===== src/rtl/alu_seq_pkg.sv =====
// Shared types for the sequential ALU: opcode and FSM state encodings,
// the flag bundle, and a small opcode-class helper.
package alu_seq_pkg;

    typedef enum logic [3:0] {
        OP_ADD  = 4'h0,
        OP_SUB  = 4'h1,
        OP_AND  = 4'h2,
        OP_OR   = 4'h3,
        OP_XOR  = 4'h4,
        OP_NOTA = 4'h5,
        OP_NOTB = 4'h6,
        OP_SHL  = 4'h7,
        OP_SHR  = 4'h8,
        OP_ASR  = 4'h9,
        OP_ADC  = 4'hA,
        OP_SBC  = 4'hB,
        OP_CMP  = 4'hC,
        OP_MUL  = 4'hD,
        OP_RSVE = 4'hE,
        OP_RSVF = 4'hF
    } op_e;

    typedef enum logic [1:0] {
        ST_IDLE = 2'd0,
        ST_BUSY = 2'd1,
        ST_DONE = 2'd2
    } state_e;

    typedef struct packed {
        logic z;
        logic n;
        logic c;
        logic v;
    } flags_t;

    // Flags of an all-zero result: what reset leaves on the outputs.
    localparam flags_t FLAGS_RST = '{z: 1'b1, n: 1'b0, c: 1'b0, v: 1'b0};

    function automatic logic is_shift(input op_e op);
        return (op == OP_SHL) || (op == OP_SHR) || (op == OP_ASR);
    endfunction

endpackage


===== src/rtl/alu_seq_core.sv =====
// Single-cycle combinational datapath: add/sub family, logic ops and their
// flags. Any opcode it does not implement yields the reserved result
// (0 with Z set).
module alu_seq_core
    import alu_seq_pkg::*;
#(
    parameter int WIDTH = 8
) (
    input  logic [WIDTH-1:0] a,
    input  logic [WIDTH-1:0] b,
    input  op_e              op,
    input  logic             cin,
    output logic [WIDTH-1:0] res,
    output flags_t           flg
);

    logic [WIDTH:0]   wide;
    logic [WIDTH-1:0] fsrc;
    logic             carry;
    logic             ovf;

    // Result, carry/borrow and overflow; Z/N come from the flag source,
    // which for CMP is the difference rather than the returned operand.
    always_comb begin
        wide  = '0;
        res   = '0;
        fsrc  = '0;
        carry = 1'b0;
        ovf   = 1'b0;
        case (op)
            OP_ADD, OP_ADC: begin
                wide  = {1'b0, a} + {1'b0, b} + {{WIDTH{1'b0}}, (op == OP_ADC) & cin};
                res   = wide[WIDTH-1:0];
                fsrc  = wide[WIDTH-1:0];
                carry = wide[WIDTH];
                ovf   = (a[WIDTH-1] == b[WIDTH-1]) && (wide[WIDTH-1] != a[WIDTH-1]);
            end
            OP_SUB, OP_SBC, OP_CMP: begin
                wide  = {1'b0, a} - {1'b0, b} - {{WIDTH{1'b0}}, (op == OP_SBC) & cin};
                res   = (op == OP_CMP) ? a : wide[WIDTH-1:0];
                fsrc  = wide[WIDTH-1:0];
                carry = wide[WIDTH];
                ovf   = (a[WIDTH-1] != b[WIDTH-1]) && (wide[WIDTH-1] != a[WIDTH-1]);
            end
            OP_AND:  begin res = a & b; fsrc = a & b; end
            OP_OR:   begin res = a | b; fsrc = a | b; end
            OP_XOR:  begin res = a ^ b; fsrc = a ^ b; end
            OP_NOTA: begin res = ~a;    fsrc = ~a;    end
            OP_NOTB: begin res = ~b;    fsrc = ~b;    end
            default: begin res = '0;    fsrc = '0;    end
        endcase
        flg = '{z: (fsrc == '0), n: fsrc[WIDTH-1], c: carry, v: ovf};
    end

endmodule


===== src/rtl/alu_seq.sv =====
// Sequential ALU with valid/ready handshakes. Single-cycle ops go through
// alu_seq_core; shifts iterate one bit per cycle. Defining ALU_SEQ_MUL_EN
// adds a WIDTH-cycle shift-add multiplier on opcode D, otherwise D is reserved.
module alu_seq
    import alu_seq_pkg::*;
#(
    parameter int WIDTH = 8
) (
    input  logic             clk,
    input  logic             rst_n,
    input  logic             in_valid,
    output logic             in_ready,
    input  logic [WIDTH-1:0] a,
    input  logic [WIDTH-1:0] b,
    input  logic [3:0]       op,
    output logic             out_valid,
    input  logic             out_ready,
    output logic [WIDTH-1:0] result,
    output logic             Z,
    output logic             N,
    output logic             C,
    output logic             V
);

    localparam int SHW = $clog2(WIDTH);
    localparam int CW  = SHW + 1;

    state_e           state_q, state_d;
    op_e              op_q, op_d;
    logic [WIDTH-1:0] wk_q, wk_d;
    logic [CW-1:0]    cnt_q, cnt_d;
    logic [WIDTH-1:0] result_q, result_d;
    flags_t           flg_q, flg_d;
    logic             cst_q, cst_d;

    op_e              op_in;
    logic [SHW-1:0]   shamt;
    logic [WIDTH-1:0] core_res;
    flags_t           core_flg;
    logic [WIDTH-1:0] sh_next;
    logic             sh_out;
    logic [WIDTH-1:0] fin_res;
    flags_t           fin_flg;

    assign op_in = op_e'(op);
    assign shamt = b[SHW-1:0];

    alu_seq_core #(.WIDTH(WIDTH)) u_core (
        .a   (a),
        .b   (b),
        .op  (op_in),
        .cin (cst_q),
        .res (core_res),
        .flg (core_flg)
    );

`ifdef ALU_SEQ_MUL_EN
    // Multiplier accumulator: {high partial product, remaining multiplier bits}.
    logic [2*WIDTH-1:0] acc_q, acc_d, acc_next;
    logic [WIDTH:0]     mul_sum;

    // One shift-add step; wk_q holds the multiplicand for the whole operation.
    always_comb begin
        mul_sum  = {1'b0, acc_q[2*WIDTH-1:WIDTH]} + {1'b0, (acc_q[0] ? wk_q : {WIDTH{1'b0}})};
        acc_next = {mul_sum, acc_q[WIDTH-1:1]};
    end
`endif

    // One shift step plus the value/flags latched when the last step finishes.
    always_comb begin
        sh_next = wk_q;
        sh_out  = 1'b0;
        case (op_q)
            OP_SHL: begin sh_next = {wk_q[WIDTH-2:0], 1'b0};         sh_out = wk_q[WIDTH-1]; end
            OP_SHR: begin sh_next = {1'b0, wk_q[WIDTH-1:1]};         sh_out = wk_q[0];       end
            OP_ASR: begin sh_next = {wk_q[WIDTH-1], wk_q[WIDTH-1:1]}; sh_out = wk_q[0];      end
            default: ;
        endcase
        fin_res = sh_next;
        fin_flg = '{z: (sh_next == '0), n: sh_next[WIDTH-1], c: sh_out, v: 1'b0};
`ifdef ALU_SEQ_MUL_EN
        if (op_q == OP_MUL) begin
            fin_res = acc_next[WIDTH-1:0];
            fin_flg = '{z: (acc_next[WIDTH-1:0] == '0), n: acc_next[WIDTH-1],
                        c: |acc_next[2*WIDTH-1:WIDTH], v: 1'b0};
        end
`endif
    end

    // FSM next state: capture on accept, iterate in BUSY, hold until complete.
    always_comb begin
        state_d  = state_q;
        op_d     = op_q;
        wk_d     = wk_q;
        cnt_d    = cnt_q;
        result_d = result_q;
        flg_d    = flg_q;
        cst_d    = cst_q;
`ifdef ALU_SEQ_MUL_EN
        acc_d    = acc_q;
`endif
        case (state_q)
            ST_IDLE: begin
                if (in_valid) begin
                    op_d = op_in;
                    if (is_shift(op_in) && (shamt == '0)) begin
                        result_d = a;
                        flg_d    = '{z: (a == '0), n: a[WIDTH-1], c: 1'b0, v: 1'b0};
                        state_d  = ST_DONE;
                    end else if (is_shift(op_in)) begin
                        wk_d    = a;
                        cnt_d   = {1'b0, shamt};
                        state_d = ST_BUSY;
`ifdef ALU_SEQ_MUL_EN
                    end else if (op_in == OP_MUL) begin
                        wk_d    = a;
                        acc_d   = {{WIDTH{1'b0}}, b};
                        cnt_d   = CW'(WIDTH);
                        state_d = ST_BUSY;
`endif
                    end else begin
                        result_d = core_res;
                        flg_d    = core_flg;
                        state_d  = ST_DONE;
                    end
                end
            end
            ST_BUSY: begin
                cnt_d = cnt_q - CW'(1);
                wk_d  = sh_next;
`ifdef ALU_SEQ_MUL_EN
                acc_d = acc_next;
`endif
                if (cnt_q == CW'(1)) begin
                    result_d = fin_res;
                    flg_d    = fin_flg;
                    state_d  = ST_DONE;
                end
            end
            ST_DONE: begin
                if (out_ready) begin
                    cst_d   = flg_q.c;
                    state_d = ST_IDLE;
                end
            end
            default: state_d = ST_IDLE;
        endcase
    end

    // State and datapath registers; reset clears everything so aborted work leaves no trace.
    always_ff @(posedge clk or negedge rst_n) begin
        if (!rst_n) begin
            state_q  <= ST_IDLE;
            op_q     <= OP_ADD;
            wk_q     <= '0;
            cnt_q    <= '0;
            result_q <= '0;
            flg_q    <= FLAGS_RST;
            cst_q    <= 1'b0;
`ifdef ALU_SEQ_MUL_EN
            acc_q    <= '0;
`endif
        end else begin
            state_q  <= state_d;
            op_q     <= op_d;
            wk_q     <= wk_d;
            cnt_q    <= cnt_d;
            result_q <= result_d;
            flg_q    <= flg_d;
            cst_q    <= cst_d;
`ifdef ALU_SEQ_MUL_EN
            acc_q    <= acc_d;
`endif
        end
    end

    assign in_ready  = (state_q == ST_IDLE);
    assign out_valid = (state_q == ST_DONE);
    assign result    = result_q;
    assign Z         = flg_q.z;
    assign N         = flg_q.n;
    assign C         = flg_q.c;
    assign V         = flg_q.v;

endmodule


===== config.mk =====
export PLATFORM = sky130hd
export DESIGN_NAME = alu_seq
export DESIGN_NICKNAME = d
export VERILOG_FILES = /design/src/rtl/alu_seq_pkg.sv /design/src/rtl/alu_seq_core.sv /design/src/rtl/alu_seq.sv
export SDC_FILE = /design/constraint.sdc
export NUM_CORES = 1
export LEC_CHECK = 0
export BUFFER_PORTS_ARGS = -buffer_cell sky130_fd_sc_hd__buf_2
export CAP_MARGIN = 20
export CORE_AREA = 10 10 76 110
export DETAILED_ROUTE_END_ITERATION = 10
export DIE_AREA = 0 0 86 120
export HOLD_SLACK_MARGIN = 0.12
export PLACE_DENSITY = 0.81
export SYNTH_ARGS = -nofsm -noshare
export SYNTH_HDL_FRONTEND = slang
export SYNTH_SLANG_ARGS = --single-unit
export TNS_END_PERCENT = 1

===== constraint.sdc =====
create_clock -name clk -period 3.5 [get_ports clk]
set_clock_uncertainty 0.05 [all_clocks]
set_input_delay 0.35 -clock clk [delete_from_list [all_inputs] [get_ports clk]]
set_output_delay 0.35 -clock clk [all_outputs]
set_load 0.01 [all_outputs]

==> results.toml <==
[status]
status = "finished, final reports clean"

[clock_network]
postCtsSetupBuffers = 0
cts.repair.resized = 0
clockBufferDepth = 2
clk_latency_ns = 0.29
clk_pin_slew_ns = 0.07
root_buffer = "clkbuf_8"
cts_buffers = 5
htree_num_levels = 2
cts_tree = "built"
cts-hold-fix-buffers = 1
cts.sinks = 31

[floorplanning]
die_w_microns = 86
initial_utilization_pct = 53.4
die_area_sq_mm = 0.0103
die_h_microns = 120
io_pins = 38
core_sq_mm = 0.00644
rows = 36

[global_routing]
grt.overflow.total = 0
first_global_vias = 3624
grt_first_pass_wirelength_microns = 17800
antenna_found_initial = 0
grtUsageTotal_pct = 20.9
grt_max_degree = 32

[route]
antenna_left = 0
dr.pass1.iters = 5
drt_first_iter_violations = 316
avgViaCountPerCell = 6.47
via_count = 3483
route.detailed.drc = 0
wl_per_cell_microns = 19.8
drt_wl_total_microns = 10700

[cells_and_area]
nets = 521
area_delta_synth_final_pct = 11.5
antenna_cells = 0
final_common_cell = "nand2_1"
final_cell_mix = "46 x nand2_1, 37 x buf_2, 32 x inv_1, 32 x ha_1"
layout-drive-gt1-share_pct = 15.6

[logic_synthesis]
synth_cell_types = 70
synth_nets = 485
syn_area_per_cell_sq_um = 8.09
synthTopCellsByArea = "dfrtp_1 22%, ha_1 12%, nand2_1 5.0%"
synth_edf_count = 0
ys_dominant_reg_cell = "dfrtp_1"
syn_inst = 425
syn-cell-area_sq_mm = 0.00344
async_flop_share_pct = 100
yosysTopAreaCellShare_pct = 21.8
ys_seq_elements = 31
ys_seq_area_share_pct = 22.6
yosysWarningCount = 0
synth_area_leader_cell = "dfrtp_1"

[placement]
hpwlAfterDp_microns = 8420
place.gp.congestion = 0.947
dpl_worst_slack_ns = 0.0546
portBuffers = 37

[setup_path]
cp.required_ns = 3.67
slowest_delay_ns = 0.54
cp_slowest_cell = "nor4_1"
start_kind = "register"
cp_max_fo = 3
critPathKind = "reg -> reg"
cp-end-kind = "register"
path_cells = "and3b_1 > nand3b_1 > fa_1 > fa_1 > or4bb_1 > o2bb2ai_1 > nor4_1 > o311ai_0 > nor4_1 > nand3_1 > o22ai_1"
arrival_ns = 3.62

[sta]
min_period_ns = 3.45
worst_pin_slew_ns = 1.06
setup_ws_ns = 0.0529
max_freq_ghz = 0.290
tns_ns = 0
rsz0062_at_grt = "no"
max-slew-margin-rel_pct = 28.7
setup_viol = 0
fin_crit_sh_pct = 98.5
hold_viol_final = 0
maxSlewViolCount = 0

[pwr]
intPower_uw = 1200
swShare_pct = 43.8
p_leak_uw = 0.00177
combPwrFrac_pct = 49.3
sequentialPowerShare_pct = 33.2
power_uw = 2140
clockPowerShare_pct = 17.5
ir_drop_mv = 0.207
switchingPower_uw = 935
power_density_mw_per_mm2 = 557

[worst_hold_path]
hold_class = "in -> reg"

[flow_run]
drv_cap = 0
==> registers in the layout, indices dropped and copies added (netlist names) <==
signal   count
cst_q        1
N            1
wk_q         8
V            1
Z            1
state_q      2
result       8
C            1
op_q         4
cnt_q        4
==> critical path, delay by kind of cell (launching register included) <==
family | cells | cell delay [ns]
DFF | 1 | 0.38
and+or+nand+nor | 6 | 1.58
adders and majority gates | 2 | 0.85
AOI/OAI and AO/OA | 3 | 0.52
==> synthesized netlist by cell type, types with 2 or more instances <==
library cell	count
or3b_2	2
o22ai_1	8
o31ai_1	6
and3_1	3
o22a_1	3
a211o_1	6
nor4_1	5
o21ai_1	2
a221o_1	4
nand3b_1	3
or2_2	5
o21ai_0	15
nor2_1	30
o211ai_1	2
nand2b_1	13
ha_1	32
buf_2	7
a21oi_1	27
nand2_1	46
o32ai_1	2
a211oi_1	3
xnor2_1	8
buf_4	2
nor3_1	11
o21a_1	5
and3b_1	2
clkbuf_1	9
inv_1	32
a221oi_1	9
or3_1	3
fa_1	4
a21o_1	5
xor2_1	5
or4bb_1	3
mux2i_1	3
o221ai_1	2
a22o_1	2
a22oi_1	6
nand3_1	7
dfrtp_1	30
a31oi_1	7
nor4b_1	3
a2111oi_0	3
nor2b_1	7
nor3b_1	8
==> worst paths after layout <==
| kind | slack, ns | start | to | cells after the start |
|---|---|---|---|---|
| max reg2reg | 0.05 | cst_q | Z | 11 |
| min reg2reg | 0.42 | result[2] | result[2] | 2 |
| min in group asynchronous | 0.59 | rst_n | cst_q | 2 |
| max in group asynchronous | 2.34 | rst_n | wk_q[6] | 2 |
| min | 0.22 | out_ready | state_q[1] | 2 |
| max | 0.05 | cst_q | Z | 11 |
==> power groups by stage <==
stage / Sequential, uW / Clock, uW / Combinational, uW
3_5_place_dp: 710 / 0 / 1040
2_1_floorplan: 689 / 0 / 702
6_report: 708 / 374 / 1050
3_3_place_gp: 701 / 0 / 1010
5_1_grt: 730 / 392 / 1180
4_1_cts: 704 / 379 / 1050
==> metal layers <==
metal / GRT usage (%) / share of wire [%]
met5: 0 / 0
met2: 35.9 / 51
met3: 3.18 / 5.1
met1: 22.8 / 38
met4: 14.7 / 6.1
==> layout make-up <==
cell class                 instances  area [sq um]
fill                             597          2610
multi-input combinational        343          2450
sequential                        31           777
timing repair buffer              48           270
inverter                          32           120
tap                               76          95.1
clock buffer                       6          82.6
clock inverter                     2          35.0
==> kinds of logic after synthesis <==
| logic type | share of synthesized area, % |
|---|---|
| muxes | 1.20 |
| and+or+nand+nor | 25.2 |
| DFF | 22.6 |
| AOI/OAI and AO/OA | 27.2 |
| adders and majority gates | 14.0 |
| xor gates and xnor gates | 3.78 |
| buffers and inverters | 6.04 |
==> metrics by stage <==
stage | std cells | util [%] | instance area (sq um) | hold slack [ns]
2_1_floorplan | 425 | - | 3440 | 0.00441
3_3_place_gp | 529 | 57.5 | 3710 | 0.369
3_5_place_dp | 529 | 57.5 | 3710 | 0.389
4_1_cts | 538 | 59.5 | 3830 | 0.217
5_1_grt | 538 | 59.5 | 3830 | 0.230
6_report | 538 | 59.5 | 3830 | 0.224
Power figures use the tool's default switching activity.
